`config.mk`:
```
export PLATFORM = sky130hd
export DESIGN_NAME = control_unit
export DESIGN_NICKNAME = d
export VERILOG_FILES = /design/src/rtl/cpu_pkg.sv /design/src/rtl/cu_decode.sv /design/src/rtl/control_unit.sv
export SDC_FILE = /design/constraint.sdc
export NUM_CORES = 1
export LEC_CHECK = 0
export CAP_MARGIN = 25
export CORE_UTILIZATION = 39
export DETAILED_ROUTE_END_ITERATION = 10
export HOLD_SLACK_MARGIN = 0.06
export PLACE_DENSITY = 0.88
export REMOVE_ABC_BUFFERS = 1
export SETUP_SLACK_MARGIN = 0.1
export SYNTH_ARGS = -nofsm -noshare
export SYNTH_HDL_FRONTEND = slang
export SYNTH_SLANG_ARGS = --single-unit
```
`constraint.sdc`:
```
create_clock -name clk -period 4.2 [get_ports clk]
set_input_delay 1.26 -clock clk [delete_from_list [all_inputs] [get_ports clk]]
set_output_delay 1.26 -clock clk [all_outputs]
set_load 0.05 [all_outputs]
```
`src/rtl/cpu_pkg.sv`:
```
// Shared opcode, state, select-code and flag definitions for the control unit.
// Optional CALL/RET support is enabled by defining CALL_RET_EN.
package cpu_pkg;

    localparam logic [3:0] OP_NOP  = 4'h0;
    localparam logic [3:0] OP_LDI  = 4'h1;
    localparam logic [3:0] OP_LD   = 4'h2;
    localparam logic [3:0] OP_ST   = 4'h3;
    localparam logic [3:0] OP_MOV  = 4'h4;
    localparam logic [3:0] OP_ADD  = 4'h5;
    localparam logic [3:0] OP_SUB  = 4'h6;
    localparam logic [3:0] OP_AND  = 4'h7;
    localparam logic [3:0] OP_OR   = 4'h8;
    localparam logic [3:0] OP_NOT  = 4'h9;
    localparam logic [3:0] OP_JMP  = 4'hA;
    localparam logic [3:0] OP_JZ   = 4'hB;
    localparam logic [3:0] OP_IN   = 4'hC;
    localparam logic [3:0] OP_CALL = 4'hD;
    localparam logic [3:0] OP_RET  = 4'hE;
    localparam logic [3:0] OP_HALT = 4'hF;

    typedef enum logic [3:0] {
        S_F1, S_F2, S_DEC, S_O1, S_O2, S_E1, S_E2, S_E3, S_E4, S_HALT
    } state_t;

    localparam logic [2:0] ALU_ADD = 3'd0;
    localparam logic [2:0] ALU_SUB = 3'd1;
    localparam logic [2:0] ALU_AND = 3'd2;
    localparam logic [2:0] ALU_OR  = 3'd3;
    localparam logic [2:0] ALU_NOT = 3'd4;

    localparam logic [2:0] M1_GPR     = 3'd0;
    localparam logic [2:0] M1_ISR1    = 3'd1;
    localparam logic [2:0] M1_ISR2    = 3'd2;
    localparam logic [2:0] M1_ARGREG1 = 3'd3;
    localparam logic [2:0] M1_ARGREG2 = 3'd4;
    localparam logic [2:0] M1_PC      = 3'd5;
    localparam logic [2:0] M1_IR      = 3'd6;
    localparam logic [2:0] M1_SP      = 3'd7;

    localparam logic [1:0] M2_ALU  = 2'd0;
    localparam logic [1:0] M2_BUS1 = 2'd1;
    localparam logic [1:0] M2_RAM  = 2'd2;
    localparam logic [1:0] M2_ZERO = 2'd3;

    localparam int unsigned FLAG_ZERO  = 0;
    localparam int unsigned FLAG_CARRY = 1;

    typedef struct packed {
        logic [3:0] load_r;
        logic [1:0] sel_read;
        logic [1:0] sel_write;
        logic       load_pc;
        logic       inc_pc;
        logic       load_ir;
        logic       load_add_r;
        logic       load_reg_y;
        logic       load_reg_z;
        logic       load_isr1;
        logic       load_isr2;
        logic       load_argreg1;
        logic       load_argreg2;
        logic       inc_sp;
        logic       dec_sp;
        logic       load_sp;
        logic [2:0] alu_select;
        logic [2:0] mux_1_sel;
        logic [1:0] mux_2_sel;
        logic       mem_write;
        logic       halted;
    } ctrl_t;

    function automatic logic is_alu_op(input logic [3:0] op);
        return (op >= OP_ADD) && (op <= OP_NOT);
    endfunction

    // ALU opcodes are contiguous and in the same order as the ALU select codes.
    function automatic logic [2:0] alu_code(input logic [3:0] op);
        return 3'(op - OP_ADD);
    endfunction

endpackage

```
`src/rtl/cu_decode.sv`:
```
// Combinational control-word decode from (state, opcode, rd, rs, zflag).
// CALL/RET states are decoded only when CALL_RET_EN is defined.
module cu_decode
    import cpu_pkg::*;
(
    input  state_t     state,
    input  logic [3:0] opcode,
    input  logic [1:0] rd,
    input  logic [1:0] rs,
    input  logic       zflag,
    output ctrl_t      ctrl
);

    always_comb begin
        ctrl = '0;
        if (state != S_HALT) ctrl.sel_write = rd;

        case (state)
            S_F1, S_O1: begin
                ctrl.mux_1_sel  = M1_PC;
                ctrl.mux_2_sel  = M2_BUS1;
                ctrl.load_add_r = 1'b1;
                ctrl.inc_pc     = 1'b1;
            end
            S_F2: begin
                ctrl.mux_2_sel = M2_RAM;
                ctrl.load_ir   = 1'b1;
            end
            S_O2: begin
                ctrl.mux_2_sel = M2_RAM;
                case (opcode)
                    OP_LDI:       ctrl.load_r     = 4'b0001 << rd;
                    OP_LD, OP_ST: ctrl.load_add_r = 1'b1;
                    OP_JMP:       ctrl.load_pc    = 1'b1;
                    // Not-taken JZ needs nothing: PC already skipped the operand in S_O1.
                    OP_JZ:        ctrl.load_pc    = zflag;
`ifdef CALL_RET_EN
                    OP_CALL:      ctrl.load_argreg1 = 1'b1;
`endif
                    default: ;
                endcase
            end
            S_E1: begin
                case (opcode)
                    OP_LD: begin
                        ctrl.mux_2_sel = M2_RAM;
                        ctrl.load_r    = 4'b0001 << rd;
                    end
                    OP_ST: begin
                        ctrl.mux_1_sel = M1_GPR;
                        ctrl.sel_read  = rs;
                        ctrl.mem_write = 1'b1;
                    end
                    OP_MOV: begin
                        ctrl.mux_1_sel = M1_GPR;
                        ctrl.sel_read  = rs;
                        ctrl.mux_2_sel = M2_BUS1;
                        ctrl.load_r    = 4'b0001 << rd;
                    end
                    OP_ADD, OP_SUB, OP_AND, OP_OR, OP_NOT: begin
                        ctrl.mux_1_sel  = M1_GPR;
                        ctrl.sel_read   = rd;
                        ctrl.mux_2_sel  = M2_BUS1;
                        ctrl.load_reg_y = 1'b1;
                    end
                    OP_IN: begin
                        ctrl.load_isr1 = ~rs[0];
                        ctrl.load_isr2 = rs[0];
                    end
`ifdef CALL_RET_EN
                    OP_CALL: ctrl.dec_sp = 1'b1;
                    OP_RET: begin
                        ctrl.mux_1_sel  = M1_SP;
                        ctrl.mux_2_sel  = M2_BUS1;
                        ctrl.load_add_r = 1'b1;
                        ctrl.inc_sp     = 1'b1;
                    end
`endif
                    default: ;
                endcase
            end
            S_E2: begin
                case (opcode)
                    OP_ADD, OP_SUB, OP_AND, OP_OR, OP_NOT: begin
                        ctrl.mux_1_sel  = M1_GPR;
                        ctrl.sel_read   = rs;
                        ctrl.alu_select = alu_code(opcode);
                        ctrl.mux_2_sel  = M2_ALU;
                        ctrl.load_r     = 4'b0001 << rd;
                        ctrl.load_reg_z = 1'b1;
                    end
                    OP_IN: begin
                        ctrl.mux_1_sel = rs[0] ? M1_ISR2 : M1_ISR1;
                        ctrl.mux_2_sel = M2_BUS1;
                        ctrl.load_r    = 4'b0001 << rd;
                    end
`ifdef CALL_RET_EN
                    OP_CALL: begin
                        ctrl.mux_1_sel  = M1_SP;
                        ctrl.mux_2_sel  = M2_BUS1;
                        ctrl.load_add_r = 1'b1;
                    end
                    OP_RET: begin
                        ctrl.mux_2_sel = M2_RAM;
                        ctrl.load_pc   = 1'b1;
                    end
`endif
                    default: ;
                endcase
            end
`ifdef CALL_RET_EN
            S_E3: begin
                ctrl.mux_1_sel = M1_PC;
                ctrl.mem_write = 1'b1;
            end
            S_E4: begin
                ctrl.mux_1_sel = M1_ARGREG1;
                ctrl.mux_2_sel = M2_BUS1;
                ctrl.load_pc   = 1'b1;
            end
`endif
            S_HALT: ctrl.halted = 1'b1;
            default: ;
        endcase

`ifdef CALL_RET_EN
        ctrl.load_sp = 1'b0;
`else
        ctrl.inc_sp  = 1'b0;
        ctrl.dec_sp  = 1'b0;
        ctrl.load_sp = 1'b0;
`endif
    end

endmodule

```
`src/rtl/control_unit.sv`:
```
// Multi-cycle sequencer: state register, zero flag and next-state logic.
// Define CALL_RET_EN to add the CALL (0xD) and RET (0xE) instructions.
module control_unit
    import cpu_pkg::*;
#(
    parameter bit HALT_ON_ILLEGAL = 1'b1
) (
    input  logic       clk,
    input  logic       rst,
    input  logic [7:0] ir_out,
    input  logic [7:0] alu_flags,
    output logic       load_R0,
    output logic       load_R1,
    output logic       load_R2,
    output logic       load_R3,
    output logic [1:0] gprf_sel_read,
    output logic [1:0] gprf_sel_write,
    output logic       load_PC,
    output logic       inc_PC,
    output logic       load_IR,
    output logic       load_Add_R,
    output logic       load_Reg_Y,
    output logic       load_Reg_Z,
    output logic       load_isr1,
    output logic       load_isr2,
    output logic       load_argreg1,
    output logic       load_argreg2,
    output logic       inc_SP,
    output logic       dec_SP,
    output logic       load_SP,
    output logic [2:0] alu_select,
    output logic [2:0] Mux_1_sel,
    output logic [1:0] Mux_2_sel,
    output logic       mem_write,
    output logic       halted
);

    state_t     state_q, state_d;
    logic       zflag_q, zflag_d;
    logic [3:0] opcode;
    ctrl_t      ctrl, ctrl_out;
    logic       unused_flags;

    assign opcode       = ir_out[7:4];
    assign unused_flags = ^alu_flags[7:1];

    always_ff @(posedge clk or posedge rst) begin
        if (rst) begin
            state_q <= S_F1;
            zflag_q <= 1'b0;
        end else begin
            state_q <= state_d;
            zflag_q <= zflag_d;
        end
    end

    always_comb begin
        state_d = state_q;
        zflag_d = zflag_q;
        case (state_q)
            S_F1: state_d = S_F2;
            S_F2: state_d = S_DEC;
            S_DEC: begin
                case (opcode)
                    OP_NOP:                                state_d = S_F1;
                    OP_LDI, OP_LD, OP_ST, OP_JMP, OP_JZ:   state_d = S_O1;
                    OP_MOV, OP_IN:                         state_d = S_E1;
                    OP_ADD, OP_SUB, OP_AND, OP_OR, OP_NOT: state_d = S_E1;
                    OP_HALT:                               state_d = S_HALT;
`ifdef CALL_RET_EN
                    OP_CALL:                               state_d = S_O1;
                    OP_RET:                                state_d = S_E1;
`endif
                    default: state_d = HALT_ON_ILLEGAL ? S_HALT : S_F1;
                endcase
            end
            S_O1: state_d = S_O2;
            S_O2: begin
                case (opcode)
                    OP_LD, OP_ST: state_d = S_E1;
`ifdef CALL_RET_EN
                    OP_CALL:      state_d = S_E1;
`endif
                    default:      state_d = S_F1;
                endcase
            end
            S_E1: begin
                if (is_alu_op(opcode) || opcode == OP_IN)
                    state_d = S_E2;
`ifdef CALL_RET_EN
                else if (opcode == OP_CALL || opcode == OP_RET)
                    state_d = S_E2;
`endif
                else
                    state_d = S_F1;
            end
            S_E2: begin
                if (is_alu_op(opcode)) zflag_d = alu_flags[FLAG_ZERO];
`ifdef CALL_RET_EN
                state_d = (opcode == OP_CALL) ? S_E3 : S_F1;
`else
                state_d = S_F1;
`endif
            end
            S_E3:    state_d = S_E4;
            S_E4:    state_d = S_F1;
            S_HALT:  state_d = S_HALT;
            default: state_d = S_F1;
        endcase
    end

    cu_decode u_decode (
        .state  (state_q),
        .opcode (opcode),
        .rd     (ir_out[3:2]),
        .rs     (ir_out[1:0]),
        .zflag  (zflag_q),
        .ctrl   (ctrl)
    );

    // Reset forces S_F1, whose decode is non-zero; gate so outputs read 0 while rst is high.
    assign ctrl_out = rst ? '0 : ctrl;

    assign {load_R3, load_R2, load_R1, load_R0} = ctrl_out.load_r;
    assign gprf_sel_read  = ctrl_out.sel_read;
    assign gprf_sel_write = ctrl_out.sel_write;
    assign load_PC        = ctrl_out.load_pc;
    assign inc_PC         = ctrl_out.inc_pc;
    assign load_IR        = ctrl_out.load_ir;
    assign load_Add_R     = ctrl_out.load_add_r;
    assign load_Reg_Y     = ctrl_out.load_reg_y;
    assign load_Reg_Z     = ctrl_out.load_reg_z;
    assign load_isr1      = ctrl_out.load_isr1;
    assign load_isr2      = ctrl_out.load_isr2;
    assign load_argreg1   = ctrl_out.load_argreg1;
    assign load_argreg2   = ctrl_out.load_argreg2;
    assign inc_SP         = ctrl_out.inc_sp;
    assign dec_SP         = ctrl_out.dec_sp;
    assign load_SP        = ctrl_out.load_sp;
    assign alu_select     = ctrl_out.alu_select;
    assign Mux_1_sel      = ctrl_out.mux_1_sel;
    assign Mux_2_sel      = ctrl_out.mux_2_sel;
    assign mem_write      = ctrl_out.mem_write;
    assign halted         = ctrl_out.halted;

endmodule

```
==> results.json <==
{
  "status": "finished, violations left",
  "violations": "negative setup slack",
  "drc_errors": 0,
  "dr_total_vias": 1304,
  "synth-edff-count": 0,
  "cpPeakStageDelay_ps": 450,
  "cp_num_buf_inv": 6,
  "clock.fmax_mhz": 234,
  "fin_crit_sh_pct": 102,
  "p_sw_share_pct": 54.3,
  "die-area_um2": 2560,
  "syn_inst": 132,
  "cp_cell_sequence": "buf_8 -> inv_6 -> ha_4 -> or4b_4 -> a211oi_2 -> a211oi_2 -> buf_4 -> buf_6 -> nor4_4 -> buf_4 -> buf_12",
  "ys_async_sr_fraction_pct": 100,
  "dpl_cell_area_um2": 1710,
  "die_w_um": 50.6,
  "htree_levels": 1,
  "period_needed_ps": 4270,
  "route.met3.wl_um": 313,
  "synth.yosys.seq_area_share_pct": 13.6,
  "gp_congestion": 0.950,
  "antenna_found_initial": 0,
  "postCtsHoldBufs": 0,
  "wl_met2_mm": 2.17,
  "root_buffer": "clkbuf_4",
  "hold_start": "zflag_q",
  "die_y_um": 50.6,
  "layoutNonFillerInstCount": 221,
  "ys_dominant_reg_cell": "dfrtp_1",
  "groute.usage.overall_pct": 29.3,
  "design_area_um2": 1880,
  "clock_latency_ps": 250,
  "clockBufferDepth": 2,
  "syn_to_final_growth_pct": 104,
  "dr.pass1.iters": 5,
  "rsz0062_at_grt": "yes",
  "clkPwrFrac_pct": 7.1,
  "ys_warn_count": 0,
  "cts_tree": "built",
  "yosys.cell_types.count": 45,
  "first_global_vias": 1226,
  "slew_viol_final": 0,
  "critPathSlowestCell": "or4b_4",
  "ir_worst_vdd_v": 0.000536,
  "n_antenna_cell": 0,
  "cts_made_buffers": 3,
  "max_slew.worst_pin.slew_ps": 480,
  "setup_viol": 4,
  "pwr-share-comb_pct": 77.7,
  "io_buffers": 36,
  "crit_path_start_kind": "input pin",
  "row_count": 17,
  "drv_cap": 0,
  "final_antenna_net_count": 0,
  "r2r-end": "zflag_q",
  "reg2regPathDepth": 4,
  "grt_pass1_wl_mm": 5.64,
  "seqPwrFrac_pct": 15.2,
  "overflow": 0,
  "nets": 218,
  "reg2reg_from": "state_q[2]",
  "hold_violations": 0,
  "finalSetupTns_ps": -223,
  "crit_type": "input pin to output pin",
  "grt_start_max_net_pins": 16,
  "hold_end": "zflag_q",
  "vias_per_cell": 5.90,
  "finalClockSkew_ps": 8.27,
  "p_per_area_nw_per_um2": 435,
  "yosys.area.top_type": "dfrtp_1",
  "p_switching_mw": 0.443,
  "start_util_pct": 41.6,
  "finalWorstSetupSlack_ps": -75.0,
  "wl_met1_mm": 1.36,
  "synth_area_leaders": "dfrtp_1 14%, ha_1 8.2%, nor2_1 7.3%",
  "hp-class": "flop to flop",
  "slew_headroom_pct": 67.2,
  "critPathTopFamily": "buffers and inverters",
  "clock-sinks": 5,
  "leakagePower_nw": 0.815,
  "io_pins": 49,
  "drive_above_1_share_pct": 43.0,
  "reg2reg_slack_ps": 2450,
  "first_iter_violations": 112,
  "synth_area_um2": 920,
  "end_kind": "output pin",
  "syn-mean-instance-area_um2": 6.97,
  "intPower_mw": 0.373,
  "clk_pin_slew_worst_paths_ps": 50,
  "worstPathRequired_ps": 2940,
  "routedWlPerCell_um": 18.0,
  "top_layer_used": "met4",
  "core-area_um2": 2210,
  "cp_max_fo": 4,
  "worstHoldPathCells": 1,
  "synth_top_cell_area_share_pct": 13.6,
  "ys_seq_elements": 5,
  "arrival_ps": 3010,
  "finalWirelength_mm": 3.97,
  "dp_cells": 214,
  "hpwl_mm": 2.84
}
metal layers:
metal	vias up	track usage, %
met4	0	6.48
li1	586	-
met2	101	58.4
met5	-	0
met1	601	30.9
met3	16	5.45
cell type report:
type	instances	area (µm²)
sequential	5	125
inverter	8	35.0
multi-input combinational	108	798
tap	28	35.0
timing repair buffer	68	856
clock buffer	4	26.3
fill	125	337
placed cells by master (no fill, tap or decap), drive strengths merged, types with 2 or more instances in the layout:
master,netlist,final
inv,8,8
clkdlybuf4s50,0,5
nor4b,2,2
a21oi,7,7
o31ai,2,2
clkbuf,6,5
nand2b,3,3
a211oi,2,2
ha,6,6
nor2b,3,3
nor4,7,7
nand4b,2,2
dfrtp,5,5
mux2i,3,3
nand4,2,2
xnor2,2,2
nand3b,2,2
o2bb2ai,2,2
o21ai,3,3
nand3,4,4
and2,2,2
buf,9,60
nor2,18,18
a211o,2,2
conb,1,5
nor3,7,7
and3,3,3
a31oi,2,2
nand2,7,7
stage by stage:
step / power, mW / hold WS, ps / utilization [%] / setup slack [ps]
2_1_floorplan: 0.424 / 465 / - / -2130
3_3_place_gp: 0.682 / 477 / 77.1 / -481
3_5_place_dp: 0.709 / 482 / 77.1 / -672
4_1_cts: 0.785 / 494 / 83.1 / -57.2
5_1_grt: 0.843 / 515 / 84.8 / -114
6_report: 0.816 / 495 / 84.8 / -75.0
timing repair:
action / CTS / global route
endpoints found under the setup margin: 17 / 12
resized for setup: 32 / 10
gates cloned: 0 / 0
pin swaps: 8 / 4
buffers inserted: 3 / 0
Yosys cell counts, types with 2 or more instances:
cell type / n
a211o_1: 2
and3_1: 3
nor2b_1: 3
o2bb2ai_1: 2
and2_1: 2
nand2_1: 7
nand2b_1: 3
o21ai_0: 3
ha_1: 6
o31ai_1: 2
nand3_1: 4
mux2i_1: 3
xnor2_1: 2
dfrtp_1: 5
clkbuf_1: 5
nor4_1: 7
a31oi_1: 2
buf_4: 6
nand3b_1: 2
nor4b_1: 2
nor2_1: 18
nand4_1: 2
nor3_1: 6
a21oi_1: 7
nand4b_1: 2
inv_1: 7
how the worst max path moves through the flow:
stage          slack [ps]      start  depth (start not counted)      endpoint
3_3_place_gp         -480  ir_out[4]                          8       load_R2
4_1_cts               -60  ir_out[5]                         10       load_R1
2_1_floorplan       -2130        rst                          3  Mux_1_sel[0]
3_5_place_dp         -670  ir_out[4]                          8       load_R1
6_report              -70  ir_out[5]                         11       load_R0
5_1_grt              -110  ir_out[5]                         11       load_R0
sequential cells by signal, indices dropped and copies added, names as in the netlist:
signal   flops
state_q      4
zflag_q      1
worst reg2reg max path: stages, from the launching register on:
cell	delay, ps
dfrtp_1	610
nand2b_1	310
nor3_1	260
o21ai_0	140
mux2_1	320
power by group through the flow:
stage               clock network [mW]  logic, mW  registers [mW]
finish                          0.0581      0.634           0.124
global route                    0.0625      0.654           0.126
detailed placement                   0      0.588           0.120
floorplan                            0      0.319           0.105
CTS                             0.0581      0.607           0.120
global placement                     0      0.564           0.118
logic make-up (layout without fill, tap and decap cells):
logic type	after synthesis	in the layout	share of synthesized area, %
other	1	5	0.408
muxes	4	4	4.49
adders and majority gates	6	6	8.16
AOI/OAI and AO/OA	26	26	19.7
xor gates and xnor gates	2	2	1.91
buffers and inverters	23	80	12.9
and+or+nand+nor	65	65	38.8
DFF	5	5	13.6
Note: power is estimated with default switching activity, not from simulation.
